File: config.mk
export PLATFORM = sky130hd
export DESIGN_NAME = move_cmd_gen
export DESIGN_NICKNAME = d
export VERILOG_FILES = /design/src/rtl/game_pkg.sv /design/src/rtl/dir_prio_enc.sv /design/src/rtl/move_cmd_gen.sv
export SDC_FILE = /design/constraint.sdc
export NUM_CORES = 1
export LEC_CHECK = 0
export CORE_AREA = 2 2 39 41
export DETAILED_ROUTE_END_ITERATION = 6
export DIE_AREA = 0 0 41 43
export PLACE_DENSITY_LB_ADDON = 0.05
export SETUP_SLACK_MARGIN = 0.3
export SKIP_CTS_REPAIR_TIMING = 1
export SLEW_MARGIN = 20
export SYNTH_ARGS = -nofsm -noshare
export SYNTH_HDL_FRONTEND = slang
export SYNTH_SLANG_ARGS = --single-unit
File: constraint.sdc
create_clock -name clk -period 3.3 [get_ports clk]
set_clock_uncertainty 0.05 [all_clocks]
set_input_delay 0.66 -clock clk [delete_from_list [all_inputs] [get_ports clk]]
set_output_delay 0.66 -clock clk [all_outputs]
set_load 0.03 [all_outputs]
File: src/rtl/game_pkg.sv
// rtl/game_pkg.sv - shared direction and move-command FSM encodings
package game_pkg;

    typedef enum logic [1:0] {
        DIR_UP    = 2'b00,
        DIR_DOWN  = 2'b01,
        DIR_LEFT  = 2'b10,
        DIR_RIGHT = 2'b11
    } dir_t;

    typedef enum logic [1:0] {
        WAIT_REL = 2'b00,
        IDLE     = 2'b01,
        PEND     = 2'b10,
        HELD     = 2'b11
    } move_state_t;

    // Level of the button that corresponds to direction d; btn is {u,d,l,r}.
    function automatic logic btn_of(input dir_t d, input logic [3:0] btn);
        logic hi;
        case (d)
            DIR_UP:   hi = btn[3];
            DIR_DOWN: hi = btn[2];
            DIR_LEFT: hi = btn[1];
            default:  hi = btn[0];
        endcase
        return hi;
    endfunction

endpackage

File: src/rtl/dir_prio_enc.sv
// rtl/dir_prio_enc.sv - fixed-priority up>down>left>right encoder for button levels
module dir_prio_enc
    import game_pkg::*;
(
    input  logic [3:0] btn,
    output dir_t       dir,
    output logic       any
);

    always_comb begin
        any = |btn;
        dir = DIR_UP;
        if (btn[3])      dir = DIR_UP;
        else if (btn[2]) dir = DIR_DOWN;
        else if (btn[1]) dir = DIR_LEFT;
        else if (btn[0]) dir = DIR_RIGHT;
    end

endmodule

File: src/rtl/move_cmd_gen.sv
// rtl/move_cmd_gen.sv - one move command per press on a valid/ready handshake; MOVE_AUTO_REPEAT_EN adds hold-to-repeat
module move_cmd_gen
    import game_pkg::*;
#(
    parameter int HOLD_CYCLES   = 50_000_000,
    parameter int REPEAT_CYCLES = 12_500_000,
    parameter int CNT_W         = $clog2(((HOLD_CYCLES > REPEAT_CYCLES) ? HOLD_CYCLES : REPEAT_CYCLES) + 1)
) (
    input  logic       clk,
    input  logic       rst_n,
    input  logic       u,
    input  logic       d,
    input  logic       l,
    input  logic       r,
    input  logic       move_ready,
    output logic       move_valid,
    output logic [1:0] move_dir
);

    if (HOLD_CYCLES < 1 || REPEAT_CYCLES < 1 || CNT_W < 1) begin : g_bad_cfg
        $error("move_cmd_gen: repeat timing parameters must be positive");
    end

    move_state_t state, state_nxt;
    dir_t        dir_q, dir_nxt;
    dir_t        enc_dir;
    logic        any_btn;
    logic        latched_hi;
    logic        repeat_hit;
    logic [3:0]  btn;

    assign btn = {u, d, l, r};

    dir_prio_enc u_enc (
        .btn (btn),
        .dir (enc_dir),
        .any (any_btn)
    );

    assign latched_hi = btn_of(dir_q, btn);

`ifdef MOVE_AUTO_REPEAT_EN
    logic [CNT_W-1:0] cnt_q;
    logic             first_q;

    // First repeat waits the long hold time, later ones the shorter period.
    assign repeat_hit = first_q ? (cnt_q == CNT_W'(HOLD_CYCLES - 1))
                                : (cnt_q == CNT_W'(REPEAT_CYCLES - 1));

    always_ff @(posedge clk) begin
        if (!rst_n) begin
            cnt_q   <= '0;
            first_q <= 1'b0;
        end else begin
            if (state == HELD && state_nxt == HELD)
                cnt_q <= cnt_q + CNT_W'(1);
            else
                cnt_q <= '0;
            if (state == IDLE && state_nxt == PEND)
                first_q <= 1'b1;
            else if (state == HELD && state_nxt == PEND)
                first_q <= 1'b0;
        end
    end
`else
    assign repeat_hit = 1'b0;
`endif

    always_ff @(posedge clk) begin
        if (!rst_n) begin
            state <= WAIT_REL;
            dir_q <= DIR_UP;
        end else begin
            state <= state_nxt;
            dir_q <= dir_nxt;
        end
    end

    always_comb begin
        state_nxt = state;
        dir_nxt   = dir_q;
        case (state)
            WAIT_REL: if (!any_btn) state_nxt = IDLE;
            IDLE: begin
                if (any_btn) begin
                    state_nxt = PEND;
                    dir_nxt   = enc_dir;
                end
            end
            PEND: if (move_ready) state_nxt = HELD;
            HELD: begin
                // Switching buttons mid-hold must not fire; require a full release.
                if (!any_btn)         state_nxt = IDLE;
                else if (!latched_hi) state_nxt = WAIT_REL;
                else if (repeat_hit)  state_nxt = PEND;
            end
            default: state_nxt = WAIT_REL;
        endcase
    end

    assign move_valid = (state == PEND);
    assign move_dir   = dir_q;

endmodule

==> results.md, run 1 <==
* Status: finished clean
* Fraction of the mapped netlist area in adder cells at 19.38%
* Area share of and/or/nand/nor cells after synthesis at 21.32%
* Xor/xnor share of the synthesized area at 0%
* Final Hold Fails at 0
* Min Tclk post-route at 2.246 ns
* WHS Path Cells at 2
* Syn_area_per_cell at 8.277 sq um
* Setup TNS Final at 0 ns
* Max VDD drop at 0.0003304 V
* DP HPWL at 590.4 um
* Tot GR Track Use at 10.15%
* WL final at 732 um
* Syn Inst Count at 39
* H-Tree Depth at 1
* Via density per instance at 4.627
* Die ar. at 1763 sq um
* Crit path arrival time at 1.54 ns
* Depth of the worst register-to-register path at 6
* Multiplexer area fraction after synthesis at 9.302%
* Antenna violations before repair at 0
* Area of the multi-input gates at 227.7 sq um
* Largest family of logic cells by synthesized area: simple AND/OR/NAND/NOR gates
* Chip height at 43 um
* Yosys reg bits at 4
* Area after DPL at 432.9 sq um
* Post-Syn Nets at 51
* Antenna viol nets, final at 0
* CP Capture Type: output port
* Core area at 1384 sq um
* Critical-path top delay cell: clkdlybuf4s50_1
* # port buffers at 9
* Cell leakage power at 0.0001701 uW
* Worst Path Max Fanout at 4
* Post-synthesis instance area at 322.8 sq um
* Placer Congestion at 0.6640
* Cell area after layout at 455.4 sq um
* Routed WL per cell at 10.93 um
* Fillers at 150
* Max Slew Vio Count at 0
* I/O pin cnt at 10
* Crit-path leading delay family: buffers and inverters
* CP endpoint: move_valid
* Period utilisation layout at 68.06%
* Hold Path Class: reg2reg
* Largest stage delay, worst path at 0.67 ns
* FF/Latch Area at 80.08 sq um
* WP depth at 3
* DR pass1 iterations at 2
* CTS tree: done
* Unique masters post-synth at 16
* CTS Sinks at 4
* Req. time, crit path at 2.59 ns
* Dpl ws at 0.9867 ns
* Final net count at 65
* Clk_lat worst skew at 0.24 ns
* Routed vias at 310
* Critical Path, Cell by Cell: inv_1 > ha_1 > clkdlybuf4s50_1
* Iteration-0 DRC Markers at 5
* R2R Path Start: state[0]
* Initial core utilization at 23.33%
* Crit path launch: state[0]
* Root buffer cell: clkbuf_4
* Max-Cap Viols at 0
* Gr ovfl total at 0
* Seq/Total Area, Yosys at 24.81%
* Worst-path clk slew at 0.04 ns
* Die X at 41 um
* Largest net degree at the start of global routing at 7
* Syn. warnings at 0
* Reg2reg setup slack at 1.51 ns
* Critical path class: reg2out
* Buf/Inv on CP at 2
* Row cnt at 14
* Fmax at 445.2 MHz
* Final setup violation count at 0
* RSZ-0062 raised after global routing: no
* Layout overhead on the synthesized area at 41.09%
* Drc violations at 0
* Slew margin rel. at 77.19%
* Pwr dens at 617.0 nW/um^2
* First-pass GRT wire length at 1124 um
* Final WS setup at 1.054 ns
* Critical Path Start Type: register
* Reg2reg end: state[0]
* # diodes at 0
* Clock Tree Buf Depth at 2
* Worst-Margin Slew at 0.3390 ns
* Vias in the first global route at 301
* CTS Buf Count at 3
* Area fraction in compound gates after synthesis at 20.54%
* Proportion of layout cells with a drive suffix above 1 at 7.843%
[layer usage]
layer	GRT usage, %	up-vias	routed length (um)
li1	-	161	-
met1	10.32	138	342
met2	15.94	11	340
met3	7.853	0	49
met4	2.000	0	0
met5	0	-	0
[sequential cells by signal, summed over array words and instances (netlist names)]
name / count
move_dir: 2
state: 2
[power breakdown]
group          switching (uW)  internal (uW)  leakage (uW)
combinational            71.8           67.1      0.000124
sequential               16.7           63.6     0.0000326
clock                    21.0           40.8     0.0000138
total                     110            171      0.000170
[through the flow]
step	std cells	power [uW]	hold WS, ns	util (%)
after detailed placement	64	222.3	0.4290	31.28
final	67	281.0	0.4361	32.91
after CTS	67	287.2	0.4350	32.91
after global placement	64	218.7	0.4105	31.28
after floorplan	39	174.8	0.4297	-
after global routing	67	308.1	0.4484	32.91
[synth_stat cells, drive strengths merged]
cell type | count | area [sq um]
a21oi | 3 | 15.01
a22o | 1 | 8.760
and2b | 1 | 8.760
dfxtp | 4 | 80.08
ha | 5 | 62.56
inv | 4 | 15.01
mux2i | 3 | 30.03
nand2 | 5 | 18.77
nand2b | 2 | 12.51
nand3b | 1 | 7.510
nor2b | 1 | 6.260
nor4 | 1 | 6.260
o21ai | 5 | 25.02
o221a | 1 | 11.26
o22ai | 1 | 6.260
or3b | 1 | 8.760
[logic make-up (layout without fill, tap and decap cells)]
family,after synthesis,after routing
simple gates,12,12
compound gates,11,11
fa+ha+maj,5,5
flops,4,4
buf+inv,4,16
mux,3,3
[tightest hold or removal path, delay by kind of cell (launching register included)]
kind	cells	cell delay, ns
flip-flops	1	0.33
buffers and inverters	1	0.06
AO/OA/AOI/OAI	1	0.05
[how the worst min path moves through the flow]
stage | startpoint | end | slack [ns]
after global placement | move_dir[0] | move_dir[0] | 0.41
after CTS | move_dir[0] | move_dir[0] | 0.44
after global routing | move_dir[0] | move_dir[0] | 0.45
after floorplan | state[1] | state[1] | 0.43
final | move_dir[0] | move_dir[0] | 0.44
after detailed placement | move_dir[0] | move_dir[0] | 0.43
[cell type report]
class / count / area share (%)
well taps: 16 / 4.396
flip-flops and latches: 4 / 17.58
inverters: 4 / 3.297
clock buffers: 3 / 4.945
multi-input cells: 31 / 50.00
repair buffers: 9 / 19.78
[layout by cell type, fill, tap and decap left out, types with 2 or more instances in the layout]
master,count
clkdlybuf4s50_1,9
a21oi_1,3
dfxtp_1,4
o21ai_0,5
mux2i_1,3
inv_1,4
nand2_1,5
clkbuf_4,3
nand2b_1,2
ha_1,5
Power figures use the tool's default switching activity.
==> run 2, diff against run 1 <==
==> constraint.sdc (replaced) <==
create_clock -name clk -period 1.8 [get_ports clk]
set_clock_uncertainty 0.05 [all_clocks]
set_input_delay 0.36 -clock clk [delete_from_list [all_inputs] [get_ports clk]]
set_output_delay 0.36 -clock clk [all_outputs]
set_load 0.03 [all_outputs]
==> run 2 against run 1 <==
- final cell count rose by 10%
- sequential share of layout area fell by 2.4 points
- die area did not move
- worst hold slack got worse by 0.014 ns
- global-route usage rose by 0.10 points
- sequential power rose by 100%
- clock-buffer cell count did not move
- via count rose by 11%
- routed wire length rose by 8.9%
- clock power rose by 73%
- total power rose by 110%
- largest cell class unchanged
- largest power group unchanged
- highest routed layer unchanged
==> results.md, run 2 (same netlist as run 1, synthesis figures left out) <==
* Layout overhead on the synthesized area at 78.68% (was 41.09%)
* Worst-Margin Slew at 0.3168 ns (was 0.3390 ns)
* Worst Path Max Fanout at 4 (unchanged)
* Fmax at 611.2 MHz
* Max Slew Vio Count at 0 (unchanged)
* I/O pin cnt at 10 (unchanged)
* WL final at 797 um (was 732 um)
* Setup TNS Final at 0 ns (unchanged)
* DP HPWL at 631.9 um (was 590.4 um)
* Root buffer cell: clkbuf_4 (unchanged)
* Iteration-0 DRC Markers at 7 (was 5)
* Min Tclk post-route at 1.636 ns
* Max VDD drop at 0.0003434 V (was 0.0003304 V)
* H-Tree Depth at 1 (unchanged)
* Placer Congestion at 0.6439 (was 0.6640)
* Antenna violations before repair at 0 (unchanged)
* CTS Sinks at 4 (unchanged)
* Die ar. at 1763 sq um (unchanged)
* Via density per instance at 4.635 (was 4.627)
* Final WS setup at 0.1639 ns (was 1.054 ns)
* Die X at 41 um (unchanged)
* Core area at 1384 sq um (unchanged)
* Hold_ws at 0.4216 ns (was 0.4361 ns)
* # diodes at 0 (unchanged)
* Routed vias at 343 (was 310)
* Row cnt at 14 (unchanged)
* RSZ-0062 raised after global routing: yes (was no)
* Slew margin rel. at 78.85% (was 77.19%)
* Vias in the first global route at 315 (was 301)
* Initial core utilization at 23.33% (unchanged)
* Final setup violation count at 0 (unchanged)
* First-pass GRT wire length at 1242 um (was 1124 um)
* Chip height at 43 um (unchanged)
* DR pass1 iterations at 3 (was 2)
* Critical Path Start Type: register (unchanged)
* Gr ovfl total at 0 (unchanged)
* Crit path arrival time at 1.71 ns (was 1.54 ns)
* Pwr dens at 1028 nW/um^2 (was 617.0 nW/um^2)
* Finished Layout Cells at 74 (was 67)
* Critical path class: reg2reg (was reg2out)
* CTS Buf Count at 3 (unchanged)
* Most common cell after layout, fill and taps aside: dlymetal6s2s_1 (was clkdlybuf4s50_1)
* Req. time, crit path at 1.87 ns (was 2.59 ns)
* # port buffers at 9 (unchanged)
* Clock Tree Buf Depth at 2 (unchanged)
* Worst-path clk slew at 0.04 ns (about the same)
* Dpl ws at -0.1181 ns (was 0.9867 ns)
* Status: finished clean (unchanged)
* Cell leakage power at 0.0003131 uW (was 0.0001701 uW)
* Drc violations at 0 (unchanged)
* Routed WL per cell at 10.77 um (was 10.93 um)
* Period utilisation layout at 90.89%
* Proportion of layout cells with a drive suffix above 1 at 36.21% (was 7.843%)
* CP Capture Type: register (was output port)
* Final net count at 72 (was 65)
* Antenna viol nets, final at 0 (unchanged)
* Clk_lat worst skew at 0.23 ns (was 0.24 ns)
* Final Hold Fails at 0 (unchanged)
* Max-Cap Viols at 0 (unchanged)
* Largest net degree at the start of global routing at 7 (unchanged)
* Tot GR Track Use at 10.25% (was 10.15%)
* Commonest non-fill, non-tap cells in the layout: dlymetal6s2s_1, buf_4, nand2_1 (was clkdlybuf4s50_1, o21ai_0, nand2_1, ha_1)
* Hold Path Class: reg2reg (unchanged)
* CTS tree: done (unchanged)
* Dpl cells at 70 (was 64)
==> run 2: cell types whose count changed in the layout (fill, tap and decap cells not counted), sizes merged <==
| cell | change |
|---|---|
| clkdlybuf4s50 | -8 |
| dlymetal6s2s | +8 |
| buf | +7 |
==> run 2: metrics by stage <==
step                      cell area (sq um)  utilization [%]  power [uW]
after floorplan                       337.8                -       335.9
after global placement                493.0            35.62       441.9
after detailed placement              493.0            35.62       440.5
final                                 576.8            41.68       592.8
after global routing                  576.8            41.68       645.8
after CTS                             515.5            37.25       552.8
==> run 2: final timing paths <==
| check | from | end | slack (ns) | cells past startpoint |
|---|---|---|---|---|
| worst min-delay path | move_dir[0] | move_dir[0] | 0.42 | 2 |
| worst max register to register | state[0] | state[0] | 0.16 | 6 |
| worst min register to register | move_dir[0] | move_dir[0] | 0.42 | 2 |
| worst max-delay path | state[0] | state[0] | 0.16 | 6 |
==> run 2: area by class of cell <==
| type | count | area (sq um) |
|---|---|---|
| Clock buffer | 3 | 22.52 |
| Fill cell | 144 | 807.0 |
| Inverter | 4 | 17.52 |
| Multi-Input combinational cell | 31 | 266.5 |
| Sequential cell | 4 | 87.58 |
| Tap cell | 16 | 20.02 |
| Timing Repair Buffer | 16 | 162.7 |
==> run 2: per-layer routing <==
layer | global-route usage [%] | part of all wire [%] | vias up
met3 | 3.141 | 7.0 | 0
met4 | 4.000 | 0 | 0
met2 | 15.63 | 50 | 12
li1 | - | - | 176
met1 | 12.90 | 43 | 155
met5 | 0 | 0 | -
==> run 2: worst max-delay path: stages (launching register included) <==
cell	delay [ns]
dfxtp_4	0.36
inv_4	0.05
ha_4	0.16
nand2b_4	0.06
or3b_4	0.37
o221a_1	0.26
a22o_1	0.21
==> run 2: power by group <==
group | internal [uW] | switching, uW | total, uW
clock network | 74.3 | 33.1 | 107
registers | 125 | 37.0 | 162
logic | 175 | 149 | 324
